<file path="src/rtl/fifo_pkt_wr_ctrl.sv">
// Packet write controller for a pointer-resettable fifo_sync: writes framed beats,
// rewinds the write pointer on drop/error, publishes committed pointer and count.
// Optional statistics outputs (drop_cnt, err_cnt) under FIFO_PKT_WR_CTRL_STATS_EN.
module fifo_pkt_wr_ctrl #(
  parameter int ADDR_WIDTH    = 11,
  parameter int W_EL          = 20,
  parameter int MAX_PKT_BEATS = 64,
  parameter int CNT_WIDTH     = 8
) (
  input  logic                  clk,
  input  logic                  reset,
  input  logic                  in_valid,
  output logic                  in_ready,
  input  logic [W_EL-1:0]       in_data,
  input  logic                  in_sop,
  input  logic                  in_eop,
  input  logic                  in_drop,
  output logic                  fifo_wen,
  output logic [W_EL-1:0]       fifo_wdata,
  input  logic                  fifo_full,
  input  logic [ADDR_WIDTH:0]   fifo_wptr,
  output logic                  fifo_wrst,
  output logic [ADDR_WIDTH:0]   fifo_rst_wptr,
  output logic [ADDR_WIDTH:0]   commit_wptr,
  output logic [CNT_WIDTH-1:0]  pkt_avail,
  input  logic                  pkt_rd_done
`ifdef FIFO_PKT_WR_CTRL_STATS_EN
  ,
  output logic [15:0]           drop_cnt,
  output logic [15:0]           err_cnt
`endif
);

  localparam int BW = $clog2(MAX_PKT_BEATS + 2);

  if (MAX_PKT_BEATS >= (1 << ADDR_WIDTH)) begin : g_bad_max_pkt
    $error("MAX_PKT_BEATS must be smaller than the FIFO depth");
  end

  typedef enum logic [1:0] {IDLE, WRITE, DRAIN, REWIND} state_t;

  state_t              state;
  logic [ADDR_WIDTH:0] start_ptr;
  logic [BW-1:0]       beat_cnt;
  logic                acc;
  logic                frame_err;
  logic                oversize;
  logic                legal;
  logic                commit;
  logic                rd_dec;

  always_comb begin
    in_ready = 1'b0;
    unique case (state)
      IDLE, WRITE: in_ready = !fifo_full;
      DRAIN:       in_ready = 1'b1;
      default:     in_ready = 1'b0;
    endcase
    if (reset) in_ready = 1'b0;
  end

  assign acc       = in_valid & in_ready;
  assign frame_err = (state == WRITE) & in_sop;
  // eop at the limit is still legal; only a continuing beat overflows
  assign oversize  = (state == WRITE) & !in_sop & !in_eop & (beat_cnt == BW'(MAX_PKT_BEATS));
  assign legal     = ((state == IDLE) & in_sop) | ((state == WRITE) & !in_sop & !oversize);
  assign fifo_wen  = acc & legal;
  assign commit    = acc & legal & in_eop & !in_drop;
  assign rd_dec    = pkt_rd_done & (pkt_avail != '0);

  assign fifo_wdata    = in_data;
  assign fifo_wrst     = (state == REWIND);
  assign fifo_rst_wptr = start_ptr;

  always_ff @(posedge clk) begin
    if (reset) begin
      state       <= IDLE;
      start_ptr   <= '0;
      beat_cnt    <= '0;
      commit_wptr <= '0;
      pkt_avail   <= '0;
    end else begin
      unique case (state)
        IDLE: begin
          if (acc && in_sop) begin
            if (!in_eop) begin
              start_ptr <= fifo_wptr;
              beat_cnt  <= BW'(1);
              state     <= WRITE;
            end else if (in_drop) begin
              start_ptr <= fifo_wptr;
              state     <= REWIND;
            end
          end
        end
        WRITE: begin
          if (acc) begin
            if (in_sop) begin
              state <= in_eop ? REWIND : DRAIN;
            end else if (oversize) begin
              state <= DRAIN;
            end else begin
              beat_cnt <= beat_cnt + 1'b1;
              if (in_eop) state <= in_drop ? REWIND : IDLE;
            end
          end
        end
        DRAIN: begin
          if (acc && in_eop) state <= REWIND;
        end
        default: state <= IDLE;
      endcase

      if (commit) commit_wptr <= fifo_wptr + 1'b1;

      if (commit && !rd_dec) begin
        if (pkt_avail != '1) pkt_avail <= pkt_avail + 1'b1;
      end else if (!commit && rd_dec) begin
        pkt_avail <= pkt_avail - 1'b1;
      end
    end
  end

`ifdef FIFO_PKT_WR_CTRL_STATS_EN
  logic enter_rewind;
  logic err_evt;

  // WRITE goes to REWIND on a framing error with eop, or on a legal eop with drop
  assign enter_rewind = acc & (((state == IDLE) & in_sop & in_eop & in_drop) |
                               ((state == WRITE) & in_eop & (in_sop | in_drop)) |
                               ((state == DRAIN) & in_eop));
  assign err_evt      = acc & (((state == IDLE) & !in_sop) | frame_err | oversize);

  always_ff @(posedge clk) begin
    if (reset) begin
      drop_cnt <= '0;
      err_cnt  <= '0;
    end else begin
      if (enter_rewind && drop_cnt != '1) drop_cnt <= drop_cnt + 1'b1;
      if (err_evt && err_cnt != '1)       err_cnt  <= err_cnt + 1'b1;
    end
  end
`endif

endmodule
</file>
<file path="config.mk">
export PLATFORM = sky130hd
export DESIGN_NAME = fifo_pkt_wr_ctrl
export DESIGN_NICKNAME = d
export VERILOG_FILES = /design/src/rtl/fifo_pkt_wr_ctrl.sv
export SDC_FILE = /design/constraint.sdc
export NUM_CORES = 1
export LEC_CHECK = 0
export ABC_AREA = 1
export BUFFER_PORTS_ARGS = -buffer_cell sky130_fd_sc_hd__buf_4
export CAP_MARGIN = 20
export CORE_MARGIN = 2
export CORE_UTILIZATION = 49
export DETAILED_ROUTE_END_ITERATION = 10
export PLACE_DENSITY = 0.8
export SYNTH_ARGS = -nofsm -noshare
export SYNTH_HDL_FRONTEND = slang
export SYNTH_SLANG_ARGS = --single-unit
</file>
<file path="constraint.sdc">
create_clock -name clk -period 3.5 [get_ports clk]
set_input_delay 0.525 -clock clk [delete_from_list [all_inputs] [get_ports clk]]
set_output_delay 0.525 -clock clk [all_outputs]
set_load 0.005 [all_outputs]
</file>
# [After elaboration in Yosys (flattened, before gate mapping)]
# Index checks and enable logic that the tools add are counted.
[totals] inputBits=40 wordCells=79 reg_bits=41 out_inout_bits=55
[classes] n_addsub=4 reduce_logical=20 bitwise_logic=11 n_mux=24 eq_ne=15
[op_table] operator="two-way mux 7 bit" n=5
[op_table] operator="two-way mux 12 bit" n=2
[op_table] operator="two-way mux 8 bit" n=3
[op_table] operator="two-way mux 2 bit" n=9
[op_table] operator="case mux 7 bit (2 select lines)" n=1
[op_table] operator="adder 12 x 1 -> 12 bit (second input constant)" n=1
[op_table] operator="bitwise AND 1 bit" n=10
[op_table] operator="!= test 2 bit (second input constant)" n=5
[op_table] operator="adder 8 x 1 -> 8 bit (second input constant)" n=1
[op_table] operator="!= test 8 bit (second input constant)" n=1
[op_table] operator="nonzero test 8 bit" n=1
[op_table] operator="subtractor 8 x 1 -> 8 bit (second input constant)" n=1
[op_table] operator="adder 7 x 1 -> 7 bit (second input constant)" n=1
[op_table] operator="equality test 7 bit (second input constant)" n=1
[op_table] operator="zero test 1 bit" n=7
[op_table] operator="!= test 2 x 1 -> 1 bit (second input constant)" n=3
[op_table] operator="case mux 2 bit (3 select lines)" n=1
[op_table] operator="AND reduction 6 bit" n=1
[op_table] operator="AND reduction 5 bit" n=1
[op_table] operator="equality test 2 bit (second input constant)" n=2
[op_table] operator="logical AND 1 bit" n=4
[op_table] operator="!= test 4 bit (second input constant)" n=1
[op_table] operator="nonzero test 2 bit" n=2
[op_table] operator="!= test 3 bit (second input constant)" n=1
[op_table] operator="8 further kinds" n=9

# [Longest topological paths before layout]
[depth] ltp_word=14 mapped_depth=19

# [Worst setup path before layout]
# OpenSTA, ideal clock, no wires.
[synth_path] path_type="in2reg" start="in reset" end="reg pkt_avail[6]" cell_stages=17 arrival_ps=2465 required_time_ps=3435 path_slack_ps=970 setup_time_ps=65 cell_sequence="inv_2 > nand3_2 > nor2_4 > nand3_2 > nand2_4 > nand2_4 > nor2_1 > inv_1 > ha_1 > a21oi_1 > o21ai_0 > nand2_1 > nand2_1 > a21oi_1 > xnor2_1 > nor2_1 > nor2_1"
[synth_between] elab_chain_len=9 elab_cells_between_ends=12 classes_between="1 x eq/ne; 2 x mux; 4 x bitwise; 5 x reduce/logical"
[synth_rtl] item="from (decl)" line="11" text="input logic reset,"
[synth_rtl] item="two-way mux 1 bit *" line="59" text="if (reset) in_ready = 1'b0;"
[synth_rtl] item="bitwise AND 1 bit *" line="62" text="assign acc = in_valid & in_ready;"
[synth_rtl] item="bitwise AND 1 bit *"
[synth_rtl] item="net fifo_wen" line="18" text="output logic fifo_wen,"
[synth_rtl] item="bitwise AND 1 bit * (2 in a row)" line="68" text="assign commit = acc & legal & in_eop & !in_drop;"
[synth_rtl] item="zero test 1 bit" line="118" text="end else if (!commit && rd_dec) begin"
[synth_rtl] item="logical AND 1 bit" line="118"
[synth_rtl] item="nonzero test 2 bit (no line)"
[synth_rtl] item="AND reduction 2 bit (no line)"
[synth_rtl] item="to (signal assigned)" line="117" text="if (pkt_avail != '1) pkt_avail <= pkt_avail + 1'b1;"
[synth_rtl] item="to (signal assigned)" line="119" text="pkt_avail <= pkt_avail - 1'b1;"
[synth_rtl] item="to (decl)" line="25" text="output logic [CNT_WIDTH-1:0] pkt_avail,"
# Mark *: on every way through the listed nets, which the timed path passes. The rest lies on a longest branch.
# A chain may end at the register's enable or synchronous reset.

# [Worst setup path after layout]
[layout_path] start="reg beat_cnt[0]" end="reg pkt_avail[6]"
[layout_between] elab_chain_len=12 elab_cells_between_ends=15 classes_between="2 x eq/ne; 1 x mux; 6 x bitwise; 6 x reduce/logical"
[layout_rtl] item="from (decl)" line="44" text="logic [BW-1:0] beat_cnt;"
[layout_rtl] item="from (signal assigned)" line="103" text="beat_cnt <= beat_cnt + 1'b1;"
[layout_rtl] item="equality test 7 bit *" line="65" text="assign oversize = (state == WRITE) & !in_sop & !in_eop & (beat_cnt == BW'(MAX_PKT_BEATS));"
[layout_rtl] item="bitwise AND 1 bit *" line="65"
[layout_rtl] item="zero test 1 bit *" line="66" text="assign legal = ((state == IDLE) & in_sop) | ((state == WRITE) & !in_sop & !oversize);"
[layout_rtl] item="bitwise AND 1 bit *" line="66"
[layout_rtl] item="OR 1 bit *" line="66"
[layout_rtl] item="bitwise AND 1 bit * (3 in a row)" line="68"
[layout_rtl] item="zero test 1 bit" line="118"
[layout_rtl] item="logical AND 1 bit" line="118"
[layout_rtl] item="nonzero test 2 bit (no line)"
[layout_rtl] item="AND reduction 2 bit (no line)"
# Mark *: on every way between the ends. The rest lies on a longest branch, timed or not.

==> results.toml <==
[synth]
ys_dominant_reg_cell = "dfxtp_1"
synth.yosys.warnings = 0
syn-cell-area_um2 = 2460
synth_edf_count = 0
synth-seq-area-share_pct = 33.4
synth_largest_area_cell = "dfxtp_1"
ys_top_cells_by_area = "dfxtp_1 33%, nor2_1 8.9%, o21ai_0 7.1%"
synthDistinctLibCells = 44
netlist_top_cells_count = "58 x nor2_1, 41 x dfxtp_1, 35 x o21ai_0"
yosysMostFrequentCell = "nor2_1"
synth_area_per_cell_um2 = 7.49
synth_seq_cells = 41
area_fraction_of_the_dominant_cell_type_after_synthesis_pct = 33.4
mappedNetlistNets = 378
asyncSetResetFlopFracSynth_pct = 0
syn_inst = 328

[cells_and_area]
multi_input_comb_area_um2 = 1310
fill_cells = 432
regArea_um2 = 821
area_delta_synth_final_pct = 17.0
final_layout_size_suffix_gt1_share_pct = 23.1
antenna_cell_count = 0
num-nets-final = 413

[worst_hold_path]
hold-path-cell-count = 2
whs_endpoint = "commit_wptr[0]"
hp-start = "fifo_wptr[0]"
holdCritPathClass = "in2reg"

[global_route]
grt_antenna_before_repair = 0
grt_pass1_vias = 1995
grt_use_met1_pct = 25.2
grt_util_met3_pct = 5.76
met2_track_demand_over_resource_in_global_routing_pct = 33.8
grt_max_degree = 35
busiest_layer_in_global_routing = "met2"
global_route_wire_length_before_repair_um = 8740
grt_use_total_pct = 20.3
grt.overflow.total = 0

[timing]
worst_pin_slew_ns = 0.532
setup_tns_ns = 0
timing.fmax_ghz = 0.356
postLayoutSetupSlackWorst_ns = 0.688
period_needed_ns = 2.81
layout_worst_path_cycle_share_pct = 80.3
clock-skew-final_ns = 0.00534
timing.final.hold_violations = 0
final-setup-viol-count = 0
finalMaxSlewViolations = 0
slew-limit-headroom_pct = 64.4
rsz_0062_raised_after_global_routing = "false"

[die]
floorplan.die_area_um2 = 5600
io_pins = 95
start_util_pct = 51.3
dieHeight_um = 74.8
fp.coreArea_um2 = 4790
std_cell_rows = 25
die_w_um = 74.8

[drt]
detail_route.vias_per_cell = 5.14
drt-pass1-iter-count = 4
vias = 2215
drt_drc_violations_left = 0
totalWireLength_um = 5230
drt_iter0_drc = 116
final_antenna_net_count = 0
wl_per_cell_um = 12.1

[clocking]
clk-insertion-delay-late_ns = 0.29
tritoncts.num_buffers = 5
cts-hold-fix-buffers = 0
cts.sink_count = 41
clk_pin_slew_worst_paths_ns = 0.08
cts_tree = "yes"
htreeDepth = 2
ctsRootBufferMaster = "clkbuf_8"
post_cts.repair.setup_buffers = 0
post_cts_resize_count = 0
cts_max_path_buffers = 2

[critical_path]
rrSetupSlack_ns = 0.69
worstReg2RegStart = "beat_cnt[0]"
ff2ff_path_depth = 19
r2r_end = "pkt_avail[6]"
critPathRequiredTime_ns = 3.73
worst_setup_start_kind = "flip-flop"
worst-path-max-fanout = 6
cp_data_arrival_time_ns = 3.05
critical_path.endpoint_type = "flip-flop"
timing.setup.critical_path_class = "reg2reg"

[placed_design]
worst_slack_at_placement_ns = 0.620
gpl.final_weighted_congestion = 0.878
place.port_buffers = 54
post-dp-hpwl_um = 3980

[run]
drv_cap = 0

[power_and_ir_drop]
powerDensity_nw_per_um2 = 477
irDropWorstVdd_mv = 0.345
total_chip_power_w = 0.00137
static-leakage-power_nw = 1.29

[status]
outcome = "completed"
==> cells in the final DEF, fill, tap and decap left out, types with 2 or more instances in the layout <==
| cell | n |
|---|---|
| a211oi_2 | 2 |
| a21oi_1 | 22 |
| buf_4 | 55 |
| clkbuf_8 | 6 |
| dfxtp_1 | 41 |
| ha_1 | 9 |
| inv_1 | 29 |
| inv_2 | 2 |
| nand2_1 | 34 |
| nand2_2 | 2 |
| nand2_4 | 3 |
| nand3_1 | 13 |
| nand3_2 | 2 |
| nand4_1 | 7 |
| nor2_1 | 58 |
| nor2_4 | 3 |
| nor3_1 | 2 |
| o21ai_0 | 35 |
| o21ai_1 | 2 |
| xnor2_1 | 9 |
| xor2_1 | 6 |
==> through the flow <==
stage	cells	instance area, µm²	util, %	hold WS (ns)
2_1_floorplan	328	2460	-	0.465
3_3_place_gp	423	2760	57.6	0.472
3_5_place_dp	423	2760	57.6	0.475
4_1_cts	431	2870	60.0	0.430
5_1_grt	431	2870	60.0	0.432
6_report	431	2870	60.0	0.443
==> flip-flops by register name, summed over array words and instances (netlist names) <==
| signal | flops |
|---|---|
| beat_cnt | 7 |
| fifo_rst_wptr | 12 |
| commit_wptr | 12 |
| state | 2 |
| pkt_avail | 8 |
==> routing by layer <==
metal | vias to the layer above | share of wire [%]
met3 | 11 | 7.9
met2 | 77 | 47
li1 | 1132 | -
met5 | - | 0
met1 | 995 | 44
met4 | 0 | 1.3
==> report_power, final <==
group          leakage (nW)  internal (W)  total, W  switching, W
sequential            0.333      0.000505  0.000554     0.0000495
clock                0.0585      0.000233  0.000398      0.000166
combinational         0.893      0.000191  0.000416      0.000226
total                  1.29      0.000928   0.00137      0.000441
==> worst max path at each step <==
stage	startpoint	end	slack (ns)	depth (start not counted)
2_1_floorplan	reset	pkt_avail[6]	0.97	17
3_3_place_gp	reset	pkt_avail[7]	0.71	17
3_5_place_dp	reset	pkt_avail[6]	0.62	18
4_1_cts	beat_cnt[0]	pkt_avail[7]	0.68	18
5_1_grt	beat_cnt[0]	pkt_avail[6]	0.31	19
6_report	beat_cnt[0]	pkt_avail[6]	0.69	19
==> layout make-up <==
cell class	count	area share, %
multi-input combinational	227	45.6
sequential	41	28.6
timing repair buffer	55	14.4
inverter	33	4.49
clock buffer	7	3.01
tap	67	2.92
clock inverter	1	1.05
==> logic make-up after synthesis <==
family                   synth area share, %
adder cells (fa/ha/maj)                 5.40
XOR/XNOR                                5.35
flip-flops                              33.4
AND/OR/NAND/NOR                         26.3
buffers and inverters                   13.2
AO/OA/AOI/OAI                           16.3
==> worst max-delay path: stages, from the launching register on <==
cell	delay, ns
dfxtp_1	0.40
inv_1	0.08
ha_1	0.19
nand3_1	0.11
nor2_1	0.05
nand2_1	0.11
nand3_2	0.14
nand2_4	0.12
nand2_4	0.07
nor2_1	0.15
inv_1	0.16
ha_1	0.36
a21oi_1	0.13
o21ai_0	0.11
nand2_1	0.09
nand2_1	0.05
a21oi_1	0.15
xnor2_1	0.13
nor2_1	0.05
nor2_1	0.09
Power figures use the tool's default switching activity.
